==> src/rtl/mips_dbg_pkg.sv <==
// Shared encodings for the MIPS run monitor: FSM states, end-of-run causes and
// the default halt instruction (syscall).
package mips_dbg_pkg;

  typedef enum logic [1:0] {
    ST_WAIT = 2'd0,
    ST_RUN  = 2'd1,
    ST_DONE = 2'd2
  } state_e;

  typedef enum logic [1:0] {
    CAUSE_NONE    = 2'd0,
    CAUSE_HALT    = 2'd1,
    CAUSE_LOOP    = 2'd2,
    CAUSE_TIMEOUT = 2'd3
  } cause_e;

  localparam logic [31:0] DEFAULT_HALT_INSTR = 32'h0000_000C;

  // Several causes can fire on one clock; halt beats loop beats timeout.
  function automatic cause_e pick_cause(input logic halt_hit, input logic loop_hit,
                                        input logic time_hit);
    if (halt_hit) return CAUSE_HALT;
    if (loop_hit) return CAUSE_LOOP;
    if (time_hit) return CAUSE_TIMEOUT;
    return CAUSE_NONE;
  endfunction

endpackage

==> src/rtl/mips_run_monitor_if.sv <==
// Bundles the retire stream, clear, status outputs and trace read port of the
// run monitor. master = CPU/bench side, slave = monitor side.
interface mips_run_monitor_if #(
  parameter int PC_W        = 30,
  parameter int TRACE_DEPTH = 16,
  parameter int CNT_W       = 32
);
  localparam int IDX_W = $clog2(TRACE_DEPTH);
  localparam int TC_W  = IDX_W + 1;

  logic              clr;
  logic              ret_valid;
  logic [PC_W-1:0]   ret_pc;
  logic [31:0]       ret_instr;
  logic [IDX_W-1:0]  rd_idx;

  logic              done;
  logic [1:0]        done_cause;
  logic [CNT_W-1:0]  cycle_cnt;
  logic [CNT_W-1:0]  instr_cnt;
  logic [PC_W+1:0]   last_pc;
  logic [TC_W-1:0]   trace_count;
  logic [PC_W+1:0]   rd_pc;
  logic [31:0]       rd_instr;
  logic              rd_hit;

  modport master (
    output clr, ret_valid, ret_pc, ret_instr, rd_idx,
    input  done, done_cause, cycle_cnt, instr_cnt, last_pc, trace_count,
           rd_pc, rd_instr, rd_hit
  );

  modport slave (
    input  clr, ret_valid, ret_pc, ret_instr, rd_idx,
    output done, done_cause, cycle_cnt, instr_cnt, last_pc, trace_count,
           rd_pc, rd_instr, rd_hit
  );

endinterface

==> src/rtl/mips_trace_ring.sv <==
// Ring buffer of the most recent DEPTH entries with a saturating fill count and
// a registered read addressed relative to the newest entry (0 = most recent).
module mips_trace_ring #(
  parameter int  W     = 64,
  parameter int  DEPTH = 16,
  localparam int IW    = $clog2(DEPTH),
  localparam int CW    = IW + 1
) (
  input  logic          clk,
  input  logic          rst,
  input  logic          clr,
  input  logic          wr_en,
  input  logic [W-1:0]  wr_data,
  input  logic [IW-1:0] rd_idx,
  output logic [W-1:0]  rd_data,
  output logic          rd_hit,
  output logic [CW-1:0] count
);

  logic [W-1:0]  mem [DEPTH];
  logic [W-1:0]  rd_word_q;
  logic [IW-1:0] wptr_q, wptr_d;
  logic [CW-1:0] count_q, count_d;
  logic          rd_hit_q, rd_hit_d;
  logic [IW-1:0] rd_addr;

  always_comb begin
    wptr_d   = wptr_q;
    count_d  = count_q;
    // Power-of-two depth makes the subtraction wrap modulo DEPTH for free.
    rd_addr  = wptr_q - IW'(1) - rd_idx;
    rd_hit_d = ({1'b0, rd_idx} < count_q);
    if (clr) begin
      wptr_d   = '0;
      count_d  = '0;
      rd_hit_d = 1'b0;
    end else if (wr_en) begin
      wptr_d = wptr_q + IW'(1);
      if (count_q != CW'(DEPTH)) count_d = count_q + CW'(1);
    end
  end

  always_ff @(posedge clk or posedge rst) begin
    if (rst) begin
      wptr_q   <= '0;
      count_q  <= '0;
      rd_hit_q <= 1'b0;
    end else begin
      wptr_q   <= wptr_d;
      count_q  <= count_d;
      rd_hit_q <= rd_hit_d;
    end
  end

  // RAM kept reset-free; a same-edge read returns the pre-write word.
  always_ff @(posedge clk) begin
    if (wr_en && !clr) mem[wptr_q] <= wr_data;
    rd_word_q <= mem[rd_addr];
  end

  assign rd_data = rd_hit_q ? rd_word_q : '0;
  assign rd_hit  = rd_hit_q;
  assign count   = count_q;

endmodule

==> src/rtl/mips_run_monitor.sv <==
// Retire-stream monitor: cycle/instruction counters, end-of-run detection
// (halt, self-loop, timeout) and a trace of the most recent retires.
module mips_run_monitor
  import mips_dbg_pkg::*;
#(
  parameter int          PC_W        = 30,
  parameter int          TRACE_DEPTH = 16,
  parameter int          CNT_W       = 32,
  parameter int          MAX_CYCLES  = 10000,
  parameter logic [31:0] HALT_INSTR  = DEFAULT_HALT_INSTR,
  parameter int          LOOP_REPEAT = 3
) (
  input  logic               clk,
  input  logic               rst,
  mips_run_monitor_if.slave  bus
);

  localparam int LW    = $clog2(LOOP_REPEAT + 1);
  localparam int TW    = PC_W + 2 + 32;
  localparam int IDX_W = $clog2(TRACE_DEPTH);

  state_e             state_q, state_d;
  cause_e             cause_q, cause_d;
  logic [CNT_W-1:0]   cycle_q, cycle_d;
  logic [CNT_W-1:0]   instr_q, instr_d;
  logic [PC_W+1:0]    last_pc_q, last_pc_d;
  logic [LW-1:0]      loop_q, loop_d;
  logic               retire, hit_h, hit_l, hit_t;
  logic [TW-1:0]      rd_data;

  always_comb begin
    state_d   = state_q;
    cause_d   = cause_q;
    cycle_d   = cycle_q;
    instr_d   = instr_q;
    last_pc_d = last_pc_q;
    loop_d    = loop_q;
    retire    = 1'b0;
    hit_h     = 1'b0;
    hit_l     = 1'b0;
    hit_t     = 1'b0;
    if (bus.clr) begin
      state_d   = ST_WAIT;
      cause_d   = CAUSE_NONE;
      cycle_d   = '0;
      instr_d   = '0;
      last_pc_d = '0;
      loop_d    = '0;
    end else if (state_q != ST_DONE) begin
      retire = bus.ret_valid;
      if (cycle_q != '1) cycle_d = cycle_q + CNT_W'(1);
      if (retire) begin
        state_d   = ST_RUN;
        instr_d   = instr_q + CNT_W'(1);
        last_pc_d = {bus.ret_pc, 2'b00};
        // last_pc doubles as the previous retire PC; idle cycles leave it alone.
        if (state_q == ST_WAIT || last_pc_q[PC_W+1:2] != bus.ret_pc)
          loop_d = LW'(1);
        else if (loop_q != '1)
          loop_d = loop_q + LW'(1);
        hit_h = (bus.ret_instr == HALT_INSTR);
        hit_l = (loop_d == LW'(LOOP_REPEAT));
      end
      hit_t = (cycle_q == CNT_W'(MAX_CYCLES - 1));
      if (hit_h || hit_l || hit_t) begin
        state_d = ST_DONE;
        cause_d = pick_cause(hit_h, hit_l, hit_t);
      end
    end
  end

  always_ff @(posedge clk or posedge rst) begin
    if (rst) begin
      state_q   <= ST_WAIT;
      cause_q   <= CAUSE_NONE;
      cycle_q   <= '0;
      instr_q   <= '0;
      last_pc_q <= '0;
      loop_q    <= '0;
    end else begin
      state_q   <= state_d;
      cause_q   <= cause_d;
      cycle_q   <= cycle_d;
      instr_q   <= instr_d;
      last_pc_q <= last_pc_d;
      loop_q    <= loop_d;
    end
  end

  mips_trace_ring #(
    .W     (TW),
    .DEPTH (TRACE_DEPTH)
  ) u_ring (
    .clk     (clk),
    .rst     (rst),
    .clr     (bus.clr),
    .wr_en   (retire),
    .wr_data ({bus.ret_pc, 2'b00, bus.ret_instr}),
    .rd_idx  (bus.rd_idx[IDX_W-1:0]),
    .rd_data (rd_data),
    .rd_hit  (bus.rd_hit),
    .count   (bus.trace_count)
  );

  assign bus.done       = (state_q == ST_DONE);
  assign bus.done_cause = cause_q;
  assign bus.cycle_cnt  = cycle_q;
  assign bus.instr_cnt  = instr_q;
  assign bus.last_pc    = last_pc_q;
  assign bus.rd_pc      = rd_data[TW-1:32];
  assign bus.rd_instr   = rd_data[31:0];

endmodule

==> src/flat_wrapper.sv <==
// flat-port wrapper written by rule: the top's interface ports become plain ports
module mips_run_monitor_flat import mips_dbg_pkg::*;
#(
  parameter int          PC_W        = 30,
  parameter int          TRACE_DEPTH = 16,
  parameter int          CNT_W       = 32,
  parameter int          MAX_CYCLES  = 10000,
  parameter logic [31:0] HALT_INSTR  = DEFAULT_HALT_INSTR,
  parameter int          LOOP_REPEAT = 3
)
  (clk, rst, bus_clr, bus_ret_valid, bus_ret_pc, bus_ret_instr, bus_rd_idx, bus_done, bus_done_cause, bus_cycle_cnt, bus_instr_cnt, bus_last_pc, bus_trace_count, bus_rd_pc, bus_rd_instr, bus_rd_hit);
  mips_run_monitor_if #(.PC_W(PC_W), .TRACE_DEPTH(TRACE_DEPTH), .CNT_W(CNT_W)) bus_i ();
  input  logic clk;
  input  logic rst;
  input wire logic [$bits(bus_i.clr)-1:0] bus_clr;
  input wire logic [$bits(bus_i.ret_valid)-1:0] bus_ret_valid;
  input wire logic [$bits(bus_i.ret_pc)-1:0] bus_ret_pc;
  input wire logic [$bits(bus_i.ret_instr)-1:0] bus_ret_instr;
  input wire logic [$bits(bus_i.rd_idx)-1:0] bus_rd_idx;
  output wire logic [$bits(bus_i.done)-1:0] bus_done;
  output wire logic [$bits(bus_i.done_cause)-1:0] bus_done_cause;
  output wire logic [$bits(bus_i.cycle_cnt)-1:0] bus_cycle_cnt;
  output wire logic [$bits(bus_i.instr_cnt)-1:0] bus_instr_cnt;
  output wire logic [$bits(bus_i.last_pc)-1:0] bus_last_pc;
  output wire logic [$bits(bus_i.trace_count)-1:0] bus_trace_count;
  output wire logic [$bits(bus_i.rd_pc)-1:0] bus_rd_pc;
  output wire logic [$bits(bus_i.rd_instr)-1:0] bus_rd_instr;
  output wire logic [$bits(bus_i.rd_hit)-1:0] bus_rd_hit;
  assign bus_i.clr = bus_clr;
  assign bus_i.ret_valid = bus_ret_valid;
  assign bus_i.ret_pc = bus_ret_pc;
  assign bus_i.ret_instr = bus_ret_instr;
  assign bus_i.rd_idx = bus_rd_idx;
  assign bus_done = bus_i.done;
  assign bus_done_cause = bus_i.done_cause;
  assign bus_cycle_cnt = bus_i.cycle_cnt;
  assign bus_instr_cnt = bus_i.instr_cnt;
  assign bus_last_pc = bus_i.last_pc;
  assign bus_trace_count = bus_i.trace_count;
  assign bus_rd_pc = bus_i.rd_pc;
  assign bus_rd_instr = bus_i.rd_instr;
  assign bus_rd_hit = bus_i.rd_hit;
  mips_run_monitor #(.PC_W(PC_W), .TRACE_DEPTH(TRACE_DEPTH), .CNT_W(CNT_W), .MAX_CYCLES(MAX_CYCLES), .HALT_INSTR(HALT_INSTR), .LOOP_REPEAT(LOOP_REPEAT)) u_core (.clk(clk), .rst(rst), .bus(bus_i));
endmodule
==> config.mk <==
export PLATFORM = sky130hd
export DESIGN_NAME = mips_run_monitor_flat
export DESIGN_NICKNAME = d
export VERILOG_FILES = /design/src/rtl/mips_dbg_pkg.sv /design/src/rtl/mips_run_monitor_if.sv /design/src/rtl/mips_trace_ring.sv /design/src/rtl/mips_run_monitor.sv /design/src/flat_wrapper.sv
export SDC_FILE = /design/constraint.sdc
export NUM_CORES = 1
export LEC_CHECK = 0
export CORE_MARGIN = 2
export CORE_UTILIZATION = 54
export CTS_BUF_LIST = sky130_fd_sc_hd__clkbuf_8
export CTS_CLUSTER_DIAMETER = 100
export DETAILED_ROUTE_END_ITERATION = 10
export PLACE_DENSITY = 0.82
export SETUP_SLACK_MARGIN = 0.1
export SLEW_MARGIN = 30
export SYNTH_ARGS = -nofsm -noshare
export SYNTH_HDL_FRONTEND = slang
export SYNTH_SLANG_ARGS = --single-unit
export TNS_END_PERCENT = 1
==> constraint.sdc <==
create_clock -name clk -period 5.51 [get_ports clk]
set_input_delay 1.102 -clock clk [delete_from_list [all_inputs] [get_ports clk]]
set_output_delay 1.102 -clock clk [all_outputs]
set_load 0.02 [all_outputs]
# --- Word-level counts from Yosys, hierarchy flattened ---
# Memories as Yosys holds them, arrays and structs flattened. A register that Yosys moved wholly into a read port is not among the register bits.
# Cells that the tools add are included.
totals:
  ram_bits: 992
  out_inout_bits: 169
  ff_bits: 176
  elab_cells: 108
  n_memories: 1
classes:
  reduce_logical: 18
  order_cmp: 1
  n_eq_ne: 9
  n_mux: 62
  n_addsub: 7
mem_list:
  columns: ["memory", "words", "width", "read_ports", "rd_clocked_by_memory_dff", "write_ports", "line", "text"]
  rows:
  - ["u_core.u_ring.mem", 16, 62, 1, 1, 1, "mips_trace_ring.sv:20", "logic [W-1:0] mem [DEPTH];"]
op_table:
  columns: ["op", "count"]
  rows:
  - ["32-bit two-way mux", 9]
  - ["32-bit by 1-bit adder with 32-bit output (second input constant)", 2]
  - ["64-bit two-way mux", 1]
  - ["2-bit two-way mux", 21]
  - ["32-bit by 14-bit == test with 1-bit output (second input constant)", 1]
  - ["32-bit by 4-bit == test with 1-bit output (second input constant)", 1]
  - ["32-bit inequality test (second input constant)", 1]
  - ["30-bit inequality test", 1]
  - ["1-bit two-way mux", 26]
  - ["5-bit two-way mux", 3]
  - ["2-bit nonzero test", 6]
  - ["2-bit AND reduction", 5]
  - ["4-bit two-way mux", 2]
  - ["5-bit by 1-bit adder with 5-bit output (second input constant)", 1]
  - ["4-bit by 5-bit less-than comparator with 1-bit output", 1]
  - ["5-bit inequality test (second input constant)", 1]
  - ["4-bit by 1-bit adder with 4-bit output (second input constant)", 1]
  - ["2-bit == test (second input constant)", 2]
  - ["2-bit inequality test (second input constant)", 2]
  - ["4-bit by 1-bit subtractor with 4-bit output (second input constant)", 1]
  - ["4-bit subtractor", 1]
  - ["1-bit logical OR", 3]
  - ["3-bit nonzero test", 1]
  - ["2-bit by 1-bit adder with 2-bit output (second input constant)", 1]
  - ["3 further kinds", 3]

# --- Depth between registers and ports, before layout ---
# Gate-level depths: netlist of the first run.
logic_depth:
  ltp_word: 30
  ltp_mapped: 10

# --- By module ---
# A second synthesis of the first run with hierarchy kept.
unflattened:
  cells_unflattened: 2619
  area_unflattened_um2: 46891.2
by_module_without_submodules:
  columns: ["mod", "instances", "cells_each", "seq_area_each_um2", "area_per_inst_um2"]
  rows:
  - ["mips_trace_ring", 1, 1999, 32281.0, 41454.8]
  - ["mips_run_monitor", 1, 620, 2502.4, 5436.5]

# --- Worst setup path before layout of the first run ---
# No wires, ideal clock.
synth_path:
  kind: "input port to flip-flop"
  startpoint: "input bus_clr"
  endpoint: "memory u_core.u_ring.mem[6][0] in the netlist's numbering, enable pin"
  setup_time_ns: 0.482
  t_required_ns: 5.028
  path_slack_ns: 0.569
  stages: 6
  n_path_buf: 3
  arrival_time_ns: 4.459
  cell_sequence: "buf_2 > clkbuf_1 > clkbuf_1 > nor2_1 > nand2_1 > nor2_1"
synth_between:
  elab_chain_cells: 4
synth_rtl:
  columns: ["element", "line", "text"]
  rows:
  - ["start: declaration", "flat_wrapper.sv:15", "input wire logic [$bits(bus_i.clr)-1:0] bus_clr;"]
  - ["1-bit two-way mux / 1-bit logical NOT (equally long branches)", "mips_run_monitor.sv:42, mips_trace_ring.sv:57", null]
  - ["1-bit logical AND (*)", "mips_trace_ring.sv:57", "if (wr_en && !clr) mem[wptr_q] <= wr_data;"]
  - ["1-bit two-way mux (*)", "mips_trace_ring.sv:57", null]
  - ["1-bit two-way mux (implied by the code) (*)", "mips_trace_ring.sv:57", null]
  - ["end: declaration", "mips_trace_ring.sv:20", null]
# Mark *: on every way between the ends. The rest lies on a longest branch, timed or not.

# --- Final worst setup path of the first run ---
layout_path:
  startpoint: "register u_core.u_ring.rd_hit_q, in the netlist u_core.u_ring.rd_hit"
  endpoint: "output bus_rd_pc[30]"
layout_between:
  elab_chain_cells: 1
layout_rtl:
  columns: ["element", "line", "text"]
  rows:
  - ["start: declaration", "mips_trace_ring.sv:24", "logic rd_hit_q, rd_hit_d;"]
  - ["start signal: assignment", "mips_trace_ring.sv:51", "rd_hit_q <= rd_hit_d;"]
  - ["64-bit two-way mux", "mips_trace_ring.sv:61", "assign rd_data = rd_hit_q ? rd_word_q : '0;"]
  - ["end: declaration", "flat_wrapper.sv:26", "output wire logic [$bits(bus_i.rd_pc)-1:0] bus_rd_pc;"]
# Every way passes these cells.

==> impl_metrics.env, run 1 <==
export IMPL_r2r_slack_ns=2.48
export IMPL_dieHeight_um=293.7
export IMPL_portBuffers=234
export IMPL_layout_min_cycle_time_ns=4.044
export IMPL_num_rows=106
export IMPL_async_reset_ff_share_pct=9.450
export IMPL_maxCapViolations=0
export IMPL_layout_area_seq_um2=33790
export IMPL_rr_worst_depth=5
export IMPL_crit_type="reg -> out"
export IMPL_dp_hpwl_um=58990
export IMPL_multi_input_area_um2=11110
export IMPL_setup_violations=0
export IMPL_ys_types=62
export IMPL_critPathLaunchType="flop"
export IMPL_yosys_top_cells_area="edfxtp_1 66%, mux4_2 12%, dfrtp_1 6.1%"
export IMPL_ctsResizeCount=0
export IMPL_power_switching_mw=4.511
export IMPL_skew_ns=0.04814
export IMPL_cts_sinks=1164
export IMPL_place_area_um2=49510
export IMPL_sw_frac_of_total_pct=23.89
export IMPL_drive_gt1_share_pct=19.74
export IMPL_hold_class="reg -> reg"
export IMPL_drt_total_wl_um=109100
export IMPL_p_leak_nw=17.93
export IMPL_syn_area_per_cell_um2=17.92
export IMPL_grt_max_degree=125
export IMPL_cts_buffers=177
export IMPL_outcome="finished clean"
export IMPL_final_util_pct=63.63
export IMPL_max_slew_margin_pct=31.95
export IMPL_post_drt_wl_per_cell_um=26.53
export IMPL_fin_nets=2959
export IMPL_hold_viol_final=0
export IMPL_crit_end="bus_rd_pc[30]"
export IMPL_cts_reportedPaths_clkPinSlew_ns=0.05
export IMPL_grt_usage_pct=25.47
export IMPL_crit_fanout=47
export IMPL_antenna_found_initial=5
export IMPL_cts_buffer_depth=3
export IMPL_synth_largest_area_cell="edfxtp_1"
export IMPL_worstPathRequired_ns=4.41
export IMPL_worst_pin_slew_ns=1.018
export IMPL_grt_pass1_wl_um=161300
export IMPL_rsz0062_at_grt="no"
export IMPL_area_growth_pct=17.13
export IMPL_pwr_share_comb_pct=10.6
export IMPL_yosys_warnings=0
export IMPL_clk_latency_ns=0.85
export IMPL_overflow=0
export IMPL_ios=239
export IMPL_reg2reg_to="u_core.u_ring.mem[13][41]"
export IMPL_die_x_um=293.7
export IMPL_ys_seq_area_share_pct=74.54
export IMPL_min_period_over_period_pct=73.40
export IMPL_mostFrequentLayoutCell="edfxtp_1"
export IMPL_slew_viol_final=0
export IMPL_intPower_mw=14.37
export IMPL_holdBufCountCts=0
export IMPL_grt_pass1_vias=26215
export IMPL_core_area_um2=83420
export IMPL_ys_ff_latch=1164
export IMPL_cts_max_level=4
export IMPL_vias=25310
export IMPL_place_congestion=0.8659
export IMPL_drc=0
export IMPL_post_route_cell_area_um2=53080
export IMPL_cts_root_buf="clkbuf_8"
export IMPL_synth_edf_count=992
export IMPL_drt_iter0_markers=2655
export IMPL_die_area_um2=86260
export IMPL_cts_tree="yes"
export IMPL_yosys_most_used_dff="edfxtp_1"
export IMPL_power_frac_seq_pct=52.3
export IMPL_final_antenna_net_count=0
export IMPL_final_cell_mix="992 x edfxtp_1, 343 x nand2_1, 248 x mux4_2"
export IMPL_startpoint="u_core.u_ring.rd_hit"
export IMPL_p_per_area_nw_per_um2=355.7
export IMPL_tns_ns=0
export IMPL_firstDrtPassIters=7
export IMPL_synth_top_cell_area_share_pct=65.73
export IMPL_ir_drop_v=0.0002269
export IMPL_p_clk_share_pct=37.1
export IMPL_fillers=5362
export IMPL_r2r_start="u_core.state_q[0]"
export IMPL_total_power_mw=18.88
export IMPL_syn_area_um2=45320
export IMPL_arrival_ns=2.94
export IMPL_postCtsSetupRepairBufs=0
export IMPL_avgViaCountPerCell=6.157
export IMPL_synth_cells=2529
export IMPL_fmax_mhz=247.3
export IMPL_start_util_pct=54.33
export IMPL_critPathCaptureType="primary output"
Yosys cell counts (32+ instances only):
library cell  instances
edfxtp_1            992
nand2_1             343
mux4_2              248
dfrtp_1             110
nor2_1               82
clkbuf_1             77
xnor2_1              68
and3_1               67
and2_1               64
a31oi_1              63
dfxtp_1              62
a21oi_1              54
buf_2                32
sequential cells by signal, summed over array words and instances, names as in the netlist:
register	flops
u_core.bus.instr_cnt	32
u_core.u_ring.mem	992
u_core.u_ring.rd_word_q	62
u_core.u_ring.rd_hit	1
u_core.u_ring.count	5
u_core.bus.cycle_cnt	32
u_core.state_q	2
u_core.bus.done_cause	2
u_core.loop_q	2
u_core.bus.last_pc	30
u_core.u_ring.wptr_q	4
per-stage QoR:
stage	setup WS (ns)	instances	hold WS [ns]
detailed placement	1.375	3775	0.5550
global placement	1.469	3775	0.5189
CTS	1.377	4105	0.5640
floorplan	0.5690	2532	0.5091
finish	1.466	4111	0.5648
global route	1.341	4108	0.5891
worst min path at each step:
stage / to / start / cells after the start / slack [ns]
5_1_grt: u_core.bus.last_pc[12] / u_core.bus.last_pc[12] / 2 / 0.59
3_5_place_dp: u_core.bus.last_pc[26] / u_core.bus.last_pc[26] / 2 / 0.55
4_1_cts: u_core.bus.last_pc[13] / u_core.bus.last_pc[13] / 2 / 0.56
3_3_place_gp: u_core.loop_q[0] / u_core.loop_q[0] / 1 / 0.52
2_1_floorplan: u_core.loop_q[0] / u_core.loop_q[0] / 1 / 0.51
6_report: u_core.bus.last_pc[31] / u_core.bus.last_pc[31] / 2 / 0.56
worst max-delay path: stages, from the launching register on:
cell             delay [ns]
dfrtp_4                0.84
buf_4                  0.38
and2_1                 0.23
clkdlybuf4s50_1        0.64
area by class of cell:
| type | instances | share of cell area [%] |
|---|---|---|
| diodes | 6 | 0.02828 |
| flip-flops and latches | 1164 | 63.65 |
| repair buffers | 298 | 5.996 |
| inverters | 22 | 0.1650 |
| clock inverters | 132 | 1.563 |
| clock buffers | 198 | 5.134 |
| multi-input cells | 1211 | 20.92 |
| well taps | 1080 | 2.546 |
per-layer routing:
metal / vias to the layer above / GRT usage [%] / routed length, µm
met5: - / 0 / 12
met4: 2 / 8.935 / 2831
met3: 200 / 7.009 / 11120
met2: 1445 / 41.26 / 53820
met1: 13044 / 33.53 / 41280
li1: 10619 / - / -
power by group through the flow:
stage,Combinational (mW),Sequential [mW],Clock [mW]
floorplan,1.32,10.0,0
global placement,1.94,10.0,0
detailed placement,2.00,10.1,0
CTS,2.02,9.87,7.10
global route,2.15,9.88,7.47
finish,2.00,9.87,7.01
cell families after synthesis:
group	after synthesis	synth area share, %
buf+inv	157	1.422
fa+ha+maj	15	0.4307
flops	1164	74.54
other cells	1	0.008274
compound gates	162	2.258
xor+xnor	75	1.449
simple gates	697	7.324
mux	258	12.57
(Power assumes the default switching activity.)
==> run 2: changes to the inputs <==
Settings changed: PLACE_DENSITY 0.82 to 0.85.
Clock period 5.51 ns to 3.55 ns, I/O delays scaled along.
==> run 2 against run 1 <==
  * First-iteration DRC count grew 25%
  * Clock skew shrank 0.011 ns
  * Power grew 57%
  * Global-route usage grew 1.8 points
  * Wire length grew 6.3%
  * Combinational power grew 71%
  * Sequential share of layout area shrank 1.4 points
  * Largest power group unchanged
  * Non-clock buffer count grew 109
==> impl_metrics.env, run 2 (synthesis results as in run 1) <==
export IMPL_max_slew_margin_pct=48.46
export IMPL_p_leak_nw=18.58
export IMPL_grt_usage_pct=27.22
export IMPL_critPathSlowestCell="clkdlybuf4s50_1"
export IMPL_cts_sinks=1164
export IMPL_final_cell_mix="992 x edfxtp_1, 343 x nand2_1, 248 x mux4_2"
export IMPL_sw_frac_of_total_pct=24.09
export IMPL_top_register="u_core.u_ring.mem"
export IMPL_ios=239
export IMPL_cts_buffers=173
export IMPL_dp_hpwl_um=69020
export IMPL_drt_total_wl_um=115900
export IMPL_cts_reportedPaths_clkPinSlew_ns=0.07
export IMPL_cts_max_level=4
export IMPL_final_antenna_net_count=0
export IMPL_intPower_mw=22.46
export IMPL_grt_pass1_wl_um=171400
export IMPL_worst_path_buf_inv=2
export IMPL_clk_latency_ns=0.85
export IMPL_tns_ns=0
export IMPL_cts_root_buf="clkbuf_8"
export IMPL_skew_ns=0.03759
export IMPL_power_frac_seq_pct=51.8
export IMPL_critPathLaunchType="flop"
export IMPL_antenna_found_initial=5
export IMPL_slowest_delay_ns=0.64
export IMPL_p_clk_share_pct=36.7
export IMPL_hold_viol_final=0
export IMPL_arrival_ns=2.61
export IMPL_min_period_over_period_pct=93.49
export IMPL_pwr_share_comb_pct=11.6
export IMPL_setup_violations=0
export IMPL_crit_type="reg -> out"
export IMPL_die_x_um=293.7
export IMPL_drc=0
export IMPL_holdWs_ns=0.2946
export IMPL_maxCapViolations=0
export IMPL_dieHeight_um=293.7
export IMPL_worst_pin_slew_ns=0.7713
export IMPL_cp_top_family="buffers and inverters"
export IMPL_crit_path_cell_trace="buf_4 > and2_1 > clkdlybuf4s50_1"
export IMPL_overflow=0
export IMPL_power_switching_mw=7.131
export IMPL_start_util_pct=54.33
export IMPL_fmax_mhz=301.3
export IMPL_worstPathRequired_ns=2.84
export IMPL_portBuffers=234
export IMPL_core_area_um2=83420
export IMPL_crit_fanout=20
export IMPL_r2r_slack_ns=0.74
export IMPL_p_per_area_nw_per_um2=545.4
export IMPL_holdBufCountCts=0
export IMPL_top_regs="u_core.u_ring.mem x992, u_core.u_ring.rd_word_q x62"
export IMPL_postCtsSetupRepairBufs=0
export IMPL_post_drt_wl_per_cell_um=27.54
export IMPL_fillers=5125
export IMPL_drt_iter0_markers=3323
export IMPL_hold_class="in -> reg"
export IMPL_ir_drop_v=0.0003078
export IMPL_cts_buffer_depth=3
export IMPL_grt_max_degree=111
export IMPL_num_rows=106
export IMPL_outcome="finished clean"
export IMPL_drive_gt1_share_pct=22.12
export IMPL_die_area_um2=86260
export IMPL_fin_nets=3064
export IMPL_largest_reg_flops=992
export IMPL_layout_min_cycle_time_ns=3.319
export IMPL_slew_viol_final=0
export IMPL_place_congestion=0.9011
export IMPL_critPathCaptureType="primary output"
export IMPL_rsz0062_at_grt="no"
export IMPL_cts_tree="yes"
export IMPL_avgViaCountPerCell=6.268
export IMPL_mostFrequentLayoutCell="edfxtp_1"
export IMPL_grt_pass1_vias=26993
export IMPL_area_growth_pct=19.73
export IMPL_vias=26375
export IMPL_firstDrtPassIters=5
-- run 2: path summary, 6_finish.rpt --
check,startpoint,to,depth (start not counted)
min in group asynchronous,rst,u_core.bus.instr_cnt[31],3
worst min-delay path,bus_clr,u_core.bus.cycle_cnt[28],2
max in group asynchronous,rst,u_core.u_ring.rd_hit,3
worst min register to register,u_core.bus.last_pc[9],u_core.bus.last_pc[9],2
worst max register to register,u_core.u_ring.wptr_q[0],u_core.u_ring.rd_word_q[25],8
worst max-delay path,u_core.u_ring.rd_hit,bus_rd_pc[17],3
-- run 2: final cells by class --
| cell class | instances | area [µm²] | area share, % |
|---|---|---|---|
| repair buffers | 407 | 4452 | 8.204 |
| clock buffers | 192 | 2643 | 4.870 |
| diodes | 4 | 10.01 | 0.01845 |
| flip-flops and latches | 1164 | 33790 | 62.26 |
| clock inverters | 128 | 835.8 | 1.540 |
| well taps | 1080 | 1351 | 2.490 |
| inverters | 22 | 85.08 | 0.1568 |
| multi-input cells | 1211 | 11100 | 20.46 |
-- run 2: power groups by stage --
stage,Clock (mW),Sequential (mW),Combinational [mW]
after floorplan,0,15.5,2.05
after global placement,0,15.6,3.28
after detailed placement,0,15.6,3.41
after CTS,11.0,15.3,3.44
after global routing,11.5,15.3,3.65
final,10.8,15.3,3.42
-- run 2: metrics by stage --
step / total power, mW / util (%) / setup WS, ns / std cells / cell area (µm²)
after global placement: 18.88 / 60.86 / 0.04541 / 3884 / 50770
after detailed placement: 19.02 / 60.86 / 0.001337 / 3884 / 50770
after CTS: 29.76 / 65.03 / 0.1351 / 4204 / 54250
after global routing: 30.51 / 65.04 / 0.1338 / 4207 / 54260
after floorplan: 17.57 / - / -0.9153 / 2532 / 45350
final: 29.59 / 65.05 / 0.2312 / 4208 / 54260
-- run 2: what timing repair did --
action	4_1_cts	5_1_grt
endpoints found under the setup margin	3	0
endpoints found under the hold margin	0	0
gates resized for setup	1	0
-- run 2: routing by layer --
metal  track usage, %  share of wire [%]
met1            35.41                 36
met2            44.51                 50
met3            6.654                 11
met4            11.03                3.4
met5                0              0.023
